File: src/rtl/calc2_core.sv
// calc2_core: multi-channel calculator core. Each of NUM_CH channels takes a
// two-beat request (command + op1, then op2). A round-robin arbiter feeds one
// request per cycle into a single registered ALU. The result comes back on the
// requesting channel for exactly one cycle.
//
// Ports:
//   c_clk        clock, rising edge
//   reset        synchronous, active-low
//   req_cmd_in   NUM_CH x 4-bit command, channel i at [4i+3:4i]
//   req_data_in  NUM_CH x DATA_W operand, channel i at slice i
//   req_busy     per channel: accepted request not yet answered
//   out_resp     NUM_CH x 2-bit code: 00 none, 01 ok, 10 over/underflow, 11 invalid
//   out_data     NUM_CH x DATA_W result, nonzero only alongside out_resp
//
// Build option: define CALC2_CMP_EN to enable command 4'hC (unsigned compare).
module calc2_core #(
  parameter int NUM_CH = 4,
  parameter int DATA_W = 32
) (
  input  logic                     c_clk,
  input  logic                     reset,
  input  logic [NUM_CH*4-1:0]      req_cmd_in,
  input  logic [NUM_CH*DATA_W-1:0] req_data_in,
  output logic [NUM_CH-1:0]        req_busy,
  output logic [NUM_CH*2-1:0]      out_resp,
  output logic [NUM_CH*DATA_W-1:0] out_data
);
  localparam int CH_W = $clog2(NUM_CH);
  localparam int SH_W = $clog2(DATA_W);

  localparam logic [3:0] CMD_ADD = 4'h1;
  localparam logic [3:0] CMD_SUB = 4'h2;
  localparam logic [3:0] CMD_SHL = 4'h5;
  localparam logic [3:0] CMD_SHR = 4'h6;
  localparam logic [3:0] CMD_CMP = 4'hC;

  localparam logic [1:0] RSP_OK  = 2'b01;
  localparam logic [1:0] RSP_OVF = 2'b10;
  localparam logic [1:0] RSP_INV = 2'b11;

  // ST_GNT marks a channel whose request is inside the ALU stage.
  typedef enum logic [1:0] {ST_IDLE, ST_OP2, ST_PEND, ST_GNT} ch_state_e;

  ch_state_e         state_q [NUM_CH];
  ch_state_e         state_d [NUM_CH];
  logic [3:0]        cmd_q   [NUM_CH];
  logic [3:0]        cmd_d   [NUM_CH];
  logic [DATA_W-1:0] op1_q   [NUM_CH];
  logic [DATA_W-1:0] op1_d   [NUM_CH];
  logic [DATA_W-1:0] op2_q   [NUM_CH];
  logic [DATA_W-1:0] op2_d   [NUM_CH];

  logic [CH_W-1:0]   ptr_q, ptr_d;
  logic              gnt_vld;
  logic [CH_W-1:0]   gnt_idx;

  logic              vld_p0_q, vld_p0_d;
  logic [CH_W-1:0]   ch_p0_q, ch_p0_d;
  logic [3:0]        cmd_p0_q, cmd_p0_d;
  logic [DATA_W-1:0] op1_p0_q, op1_p0_d;
  logic [DATA_W-1:0] op2_p0_q, op2_p0_d;

  logic [DATA_W+1:0]        alu_res;
  logic [NUM_CH*2-1:0]      out_resp_q, out_resp_d;
  logic [NUM_CH*DATA_W-1:0] out_data_q, out_data_d;

  // Returns {resp, data}. Overflow, underflow and invalid commands all clamp
  // the data to zero.
  function automatic logic [DATA_W+1:0] alu_f(input logic [3:0]        cmd,
                                              input logic [DATA_W-1:0] a,
                                              input logic [DATA_W-1:0] b);
    logic [DATA_W:0]   sum;
    logic [SH_W-1:0]   sh;
    sum   = {1'b0, a} + {1'b0, b};
    sh    = b[SH_W-1:0];
    alu_f = {RSP_INV, {DATA_W{1'b0}}};
    case (cmd)
      CMD_ADD: alu_f = sum[DATA_W] ? {RSP_OVF, {DATA_W{1'b0}}} : {RSP_OK, sum[DATA_W-1:0]};
      CMD_SUB: alu_f = (a < b) ? {RSP_OVF, {DATA_W{1'b0}}} : {RSP_OK, a - b};
      CMD_SHL: alu_f = {RSP_OK, a << sh};
      CMD_SHR: alu_f = {RSP_OK, a >> sh};
`ifdef CALC2_CMP_EN
      CMD_CMP: alu_f = {RSP_OK, (a > b) ? DATA_W'(2) : ((a < b) ? DATA_W'(1) : DATA_W'(0))};
`endif
      default: ;
    endcase
  endfunction

  // Round-robin search starting at ptr_q.
  always_comb begin
    int idx;
    gnt_vld = 1'b0;
    gnt_idx = '0;
    idx     = 0;
    for (int j = 0; j < NUM_CH; j++) begin
      idx = (int'(ptr_q) + j) % NUM_CH;
      if (!gnt_vld && state_q[idx] == ST_PEND) begin
        gnt_vld = 1'b1;
        gnt_idx = CH_W'(idx);
      end
    end
    ptr_d = ptr_q;
    if (gnt_vld) ptr_d = (int'(gnt_idx) == NUM_CH - 1) ? '0 : gnt_idx + 1'b1;
  end

  // Per-channel capture FSMs. Commands arriving while busy are dropped.
  always_comb begin
    for (int i = 0; i < NUM_CH; i++) begin
      state_d[i] = state_q[i];
      cmd_d[i]   = cmd_q[i];
      op1_d[i]   = op1_q[i];
      op2_d[i]   = op2_q[i];
      case (state_q[i])
        ST_IDLE: begin
          if (req_cmd_in[4*i +: 4] != 4'h0) begin
            cmd_d[i]   = req_cmd_in[4*i +: 4];
            op1_d[i]   = req_data_in[DATA_W*i +: DATA_W];
            state_d[i] = ST_OP2;
          end
        end
        ST_OP2: begin
          op2_d[i]   = req_data_in[DATA_W*i +: DATA_W];
          state_d[i] = ST_PEND;
        end
        ST_PEND: if (gnt_vld && int'(gnt_idx) == i) state_d[i] = ST_GNT;
        ST_GNT:  state_d[i] = ST_IDLE;
        default: state_d[i] = ST_IDLE;
      endcase
      req_busy[i] = (state_q[i] != ST_IDLE);
    end
  end

  // Stage p0: granted request latched into the ALU input registers.
  always_comb begin
    vld_p0_d = gnt_vld;
    ch_p0_d  = gnt_idx;
    cmd_p0_d = cmd_q[gnt_idx];
    op1_p0_d = op1_q[gnt_idx];
    op2_p0_d = op2_q[gnt_idx];
  end

  // Stage p1: ALU result steered to the owning channel's output slice.
  always_comb begin
    alu_res    = alu_f(cmd_p0_q, op1_p0_q, op2_p0_q);
    out_resp_d = '0;
    out_data_d = '0;
    if (vld_p0_q) begin
      out_resp_d[2*int'(ch_p0_q) +: 2]           = alu_res[DATA_W +: 2];
      out_data_d[DATA_W*int'(ch_p0_q) +: DATA_W] = alu_res[DATA_W-1:0];
    end
  end

  always_ff @(posedge c_clk) begin
    if (!reset) begin
      for (int i = 0; i < NUM_CH; i++) state_q[i] <= ST_IDLE;
      ptr_q      <= '0;
      vld_p0_q   <= 1'b0;
      out_resp_q <= '0;
      out_data_q <= '0;
    end else begin
      for (int i = 0; i < NUM_CH; i++) state_q[i] <= state_d[i];
      ptr_q      <= ptr_d;
      vld_p0_q   <= vld_p0_d;
      out_resp_q <= out_resp_d;
      out_data_q <= out_data_d;
    end
  end

  // Operand and command storage is qualified by the FSM/valid state, so it
  // needs no reset.
  always_ff @(posedge c_clk) begin
    for (int i = 0; i < NUM_CH; i++) begin
      cmd_q[i] <= cmd_d[i];
      op1_q[i] <= op1_d[i];
      op2_q[i] <= op2_d[i];
    end
    ch_p0_q  <= ch_p0_d;
    cmd_p0_q <= cmd_p0_d;
    op1_p0_q <= op1_p0_d;
    op2_p0_q <= op2_p0_d;
  end

  assign out_resp = out_resp_q;
  assign out_data = out_data_q;

endmodule

File: config.mk
export PLATFORM = sky130hd
export DESIGN_NAME = calc2_core
export DESIGN_NICKNAME = d
export VERILOG_FILES = /design/src/rtl/calc2_core.sv
export SDC_FILE = /design/constraint.sdc
export NUM_CORES = 1
export LEC_CHECK = 0
export ABC_CLOCK_PERIOD_IN_PS = 4000
export BUFFER_PORTS_ARGS = -buffer_cell sky130_fd_sc_hd__buf_2
export CAP_MARGIN = 20
export CORE_MARGIN = 4
export CORE_UTILIZATION = 35
export DETAILED_ROUTE_END_ITERATION = 7
export PLACE_DENSITY = 0.55
export SETUP_SLACK_MARGIN = 0.4
export SLEW_MARGIN = 20
export SYNTH_ARGS = -nofsm -noshare
export SYNTH_HDL_FRONTEND = slang
export SYNTH_SLANG_ARGS = --single-unit
File: constraint.sdc
create_clock -name c_clk -period 4 [get_ports c_clk]
set_input_delay 1.2 -clock c_clk [delete_from_list [all_inputs] [get_ports c_clk]]
set_output_delay 1.2 -clock c_clk [all_outputs]
set_load 0.02 [all_outputs]
==> impl_metrics.csv <==
group,metric,value,unit
sta,period_needed,3.57,ns
synthesis,syn_inst,2266,
cells_and_area,drive_above_1_share,25.1,%
sta,rsz0062_at_grt,"yes",
die,start_util,35.3,%
sta,max-slew-margin-rel,28.9,%
sta,finalCritPeriodShare,89.3,%
placed_design,dpl_cell_area,0.0266,mm²
synthesis,ys_seq_elements,491,
placed_design,dp_hpwl,63700,µm
synthesis,syn-num-nets,2504,
placed_design,gp_congestion,0.951,
synthesis,syn_area,0.0237,mm²
worst_setup_path,path_max_fanout,7,
worst_setup_path,critPathMaxStageDelay,0.44,ns
synthesis,synthSimpleGateAreaFrac,15.0,%
clock_network,clkTransAtPathRegs,0.07,ns
clock_network,cts_hold_buf,0,
die,fp.dieH,268,µm
run,cap_violations,0,
cells_and_area,utilization,42.8,%
hold_path,hp-start,"op1_q[1][4]",
synthesis,synthArstFlopShare,0,%
sta,max_freq,0.280,GHz
cells_and_area,fillers,6457,
synthesis,synth-seq-area-share,53.0,%
global_routing,grt_overflow_total,0,
sta,fin_ws,0.426,ns
global_routing,grt_usage,22.8,%
clock_network,clock-sinks,491,
outcome,outcome,"finished clean",
cells_and_area,area_growth,21.4,%
placed_design,dpl_worst_slack,0.186,ns
clock_network,h-tree-depth,2,
synthesis,synth_top_area_cell,"edfxtp_1",
sta,worstMarginPinSlew,1.06,ns
synthesis,synth-compound-area-share,15.8,%
sta,finalHoldViolations,0,
global_routing,grt_pass1_wl,123000,µm
synthesis,yosysUniqueCellTypes,91,
synthesis,synth_flop_cell,"edfxtp_1",
global_routing,grt_pass1_vias,18700,
die,core_region_area,0.0670,mm²
worst_setup_path,path_buf_inv,3,
routing,viasPerCell,5.50,
clock_network,cts_buffer_depth,3,
synthesis,synth_top_area_share,34.5,%
worst_setup_path,arrival,4.04,ns
cells_and_area,final_area,0.0287,mm²
global_routing,grt_antenna_before_repair,4,
synthesis,yosys-top-cells-area,"edfxtp_1 35%, dfxtp_1 19%, nand2_1 5.4%",
worst_setup_path,start_kind,"flip-flop",
sta,maxSlewViolCount,0,
synthesis,synth_top_family_by_area,"compound AO/OA/AOI/OAI gates",
worst_setup_path,cp_cell_sequence,"ha_2 > inv_1 > fa_2 > nor2_2 > o221ai_2 > buf_4 > a211oi_4 > nor2_4 > a2111oi_4 > nor3_4 > clkbuf_16 > a221o_1 > a211o_1 > nor2b_1",
worst_setup_path,cpLargestDelayFamily,"compound AO/OA/AOI/OAI gates",
synthesis,synthMuxAreaShare,7.10,%
synthesis,yosys_warnings,0,
synthesis,synth_edf_count,272,
routing,drc,0,
routing,first_pass_iters,5,
cells_and_area,fin_nets,2836,
worst_setup_path,r2r-start,"op2_p0_q[0]",
synthesis,synthAdderAreaFrac,4.93,%
synthesis,syn_area_per_cell,10.4,µm²
die,die-area,0.0718,mm²
worst_setup_path,endpoint_kind,"flip-flop",
clock_network,cts_tree,"built",
worst_setup_path,critical_path_class,"flip-flop to flip-flop",
synthesis,synth-xor-area-share,0,%
routing,wl_per_cell,24.2,µm
routing,num_vias,19300,
routing,first_iter_violations,1840,
worst_setup_path,required,4.46,ns
clock_network,clk_latency,0.61,ns
sta,setup_viol,0,
die,die_width,268,µm
routing,wl,85100,µm
global_routing,grt_max_degree,120,
clock_network,cts_root_buffer,"clkbuf_16",
worst_setup_path,crit_start,"op2_p0_q[0]",
worst_setup_path,cp_slowest_cell,"a2111oi_4",
sta,finalSetupTns,0,ns
hold_path,hold_class,"flip-flop to flip-flop",
placed_design,io_buffers,285,
routing,postRouteAntennaNets,0,
sta,fin_skew,0.0121,ns
die,row_count,95,
die,boundaryPins,286,
clock_network,cts_buffers,51,
[layout by cell type (no fill, tap or decap), types with 9 or more instances in the layout]
cell,Yosys,final
buf_2,24,285
nand3_1,20,19
mux4_2,34,34
a221oi_1,15,15
o21ai_0,77,75
a221o_1,17,17
a21oi_1,111,108
o31ai_1,12,10
a211oi_1,15,12
nor2_1,216,210
nor3_1,34,29
o21a_1,13,13
mux2_2,10,10
mux2i_1,80,80
a21oi_2,16,16
nand2_1,338,338
edfxtp_1,272,272
dfxtp_2,0,9
ha_1,90,83
a31oi_1,79,79
clkbuf_16,0,53
dfxtp_1,219,206
inv_1,91,90
o22ai_1,17,17
o221ai_1,23,23
nand2b_1,17,17
buf_4,6,117
a21o_1,19,19
o211ai_1,14,14
nor2b_1,48,47
a22oi_1,9,9
and3_1,72,72
[worst reg2reg max path, stage by stage, from the launching register on]
cell       delay, ns
dfxtp_4         0.39
ha_2            0.19
inv_1           0.05
fa_2            0.36
nor2_2          0.13
o221ai_2        0.13
buf_4           0.17
a211oi_4        0.30
nor2_4          0.09
a2111oi_4       0.44
nor3_4          0.09
clkbuf_16       0.22
a221o_1         0.37
a211o_1         0.35
nor2b_1         0.15
[path summary, 6_finish.rpt]
path	to	slack, ns	cells after the start
worst max register to register	out_data[106]	0.43	14
worst max-delay path	out_data[106]	0.43	14
worst min register to register	op1_p0_q[4]	0.53	2
worst min-delay path	op1_p0_q[4]	0.53	2
[cell usage after synthesis, types with 5 or more instances]
master / instances
edfxtp_1: 272
o21bai_1: 8
o21ai_1: 7
nor2_1: 216
inv_1: 91
a21oi_1: 111
a31oi_1: 79
a22oi_1: 9
buf_6: 5
o31ai_1: 12
a32oi_1: 5
o211ai_1: 14
and3_1: 72
o221ai_1: 23
nor4_1: 8
nand2b_1: 17
clkbuf_1: 89
a211oi_2: 5
and2_1: 7
buf_2: 24
mux2i_1: 80
a211oi_1: 15
dfxtp_1: 219
a221o_1: 17
buf_1: 12
buf_4: 6
o21a_1: 13
o21ai_0: 77
a21oi_2: 16
nand4_1: 5
mux2_2: 10
ha_1: 90
nand3_1: 20
o22ai_1: 17
a211o_1: 6
a21o_1: 19
nor2b_1: 48
nor3_1: 34
mux4_2: 34
o221a_2: 7
a221oi_1: 15
nand2_1: 338
or2_2: 6
[per-layer routing]
layer / part of all wire (%) / vias to the layer above / track usage [%]
met2: 44 / 809 / 35.8
met1: 45 / 9491 / 32.7
met3: 7.5 / 119 / 4.00
li1: - / 8928 / -
met5: 0 / - / 0
met4: 3.1 / 0 / 5.87
[flip-flops by register name, summed over array words and instances, names as in the netlist, 4 cells and up, named ones only]
signal	cells
cmd_q	16
op2_p0_q	32
out_resp	8
op1_q	128
state_q	8
op2_q	128
cmd_p0_q	4
out_data	128
op1_p0_q	32
[final cells by class]
class | count | area, µm² | area share, %
Clock inverter | 32 | 372 | 1.29
Tap cell | 873 | 1090 | 3.80
Clock buffer | 63 | 1400 | 4.88
Inverter | 97 | 373 | 1.30
Timing Repair Buffer | 415 | 2500 | 8.70
Sequential cell | 491 | 12600 | 43.8
Multi-Input combinational cell | 1542 | 10400 | 36.2
Antenna cell | 2 | 5.00 | 0.0174
[through the flow]
stage          instances  hold slack [ns]
2_1_floorplan       2266            0.506
3_3_place_gp        3404            0.511
3_5_place_dp        3404            0.528
4_1_cts             3500            0.527
5_1_grt             3514            0.560
6_report            3515            0.527
[cells by family after synthesis]
kind of cell    after synthesis
fa+ha+maj                    92
flops                       491
compound gates              532
mux                         124
buf+inv                     234
simple gates                793
[what timing repair did]
item,in CTS,in global routing
gates cloned,1,1
pin swaps,3,11
endpoints found under the hold margin,0,0
gates resized for setup,24,41
endpoints found under the setup margin,75,157
setup buffers,0,12
Power is not shown: default switching activity piles up to over one toggle a cycle in this logic, so the estimate is an artifact.
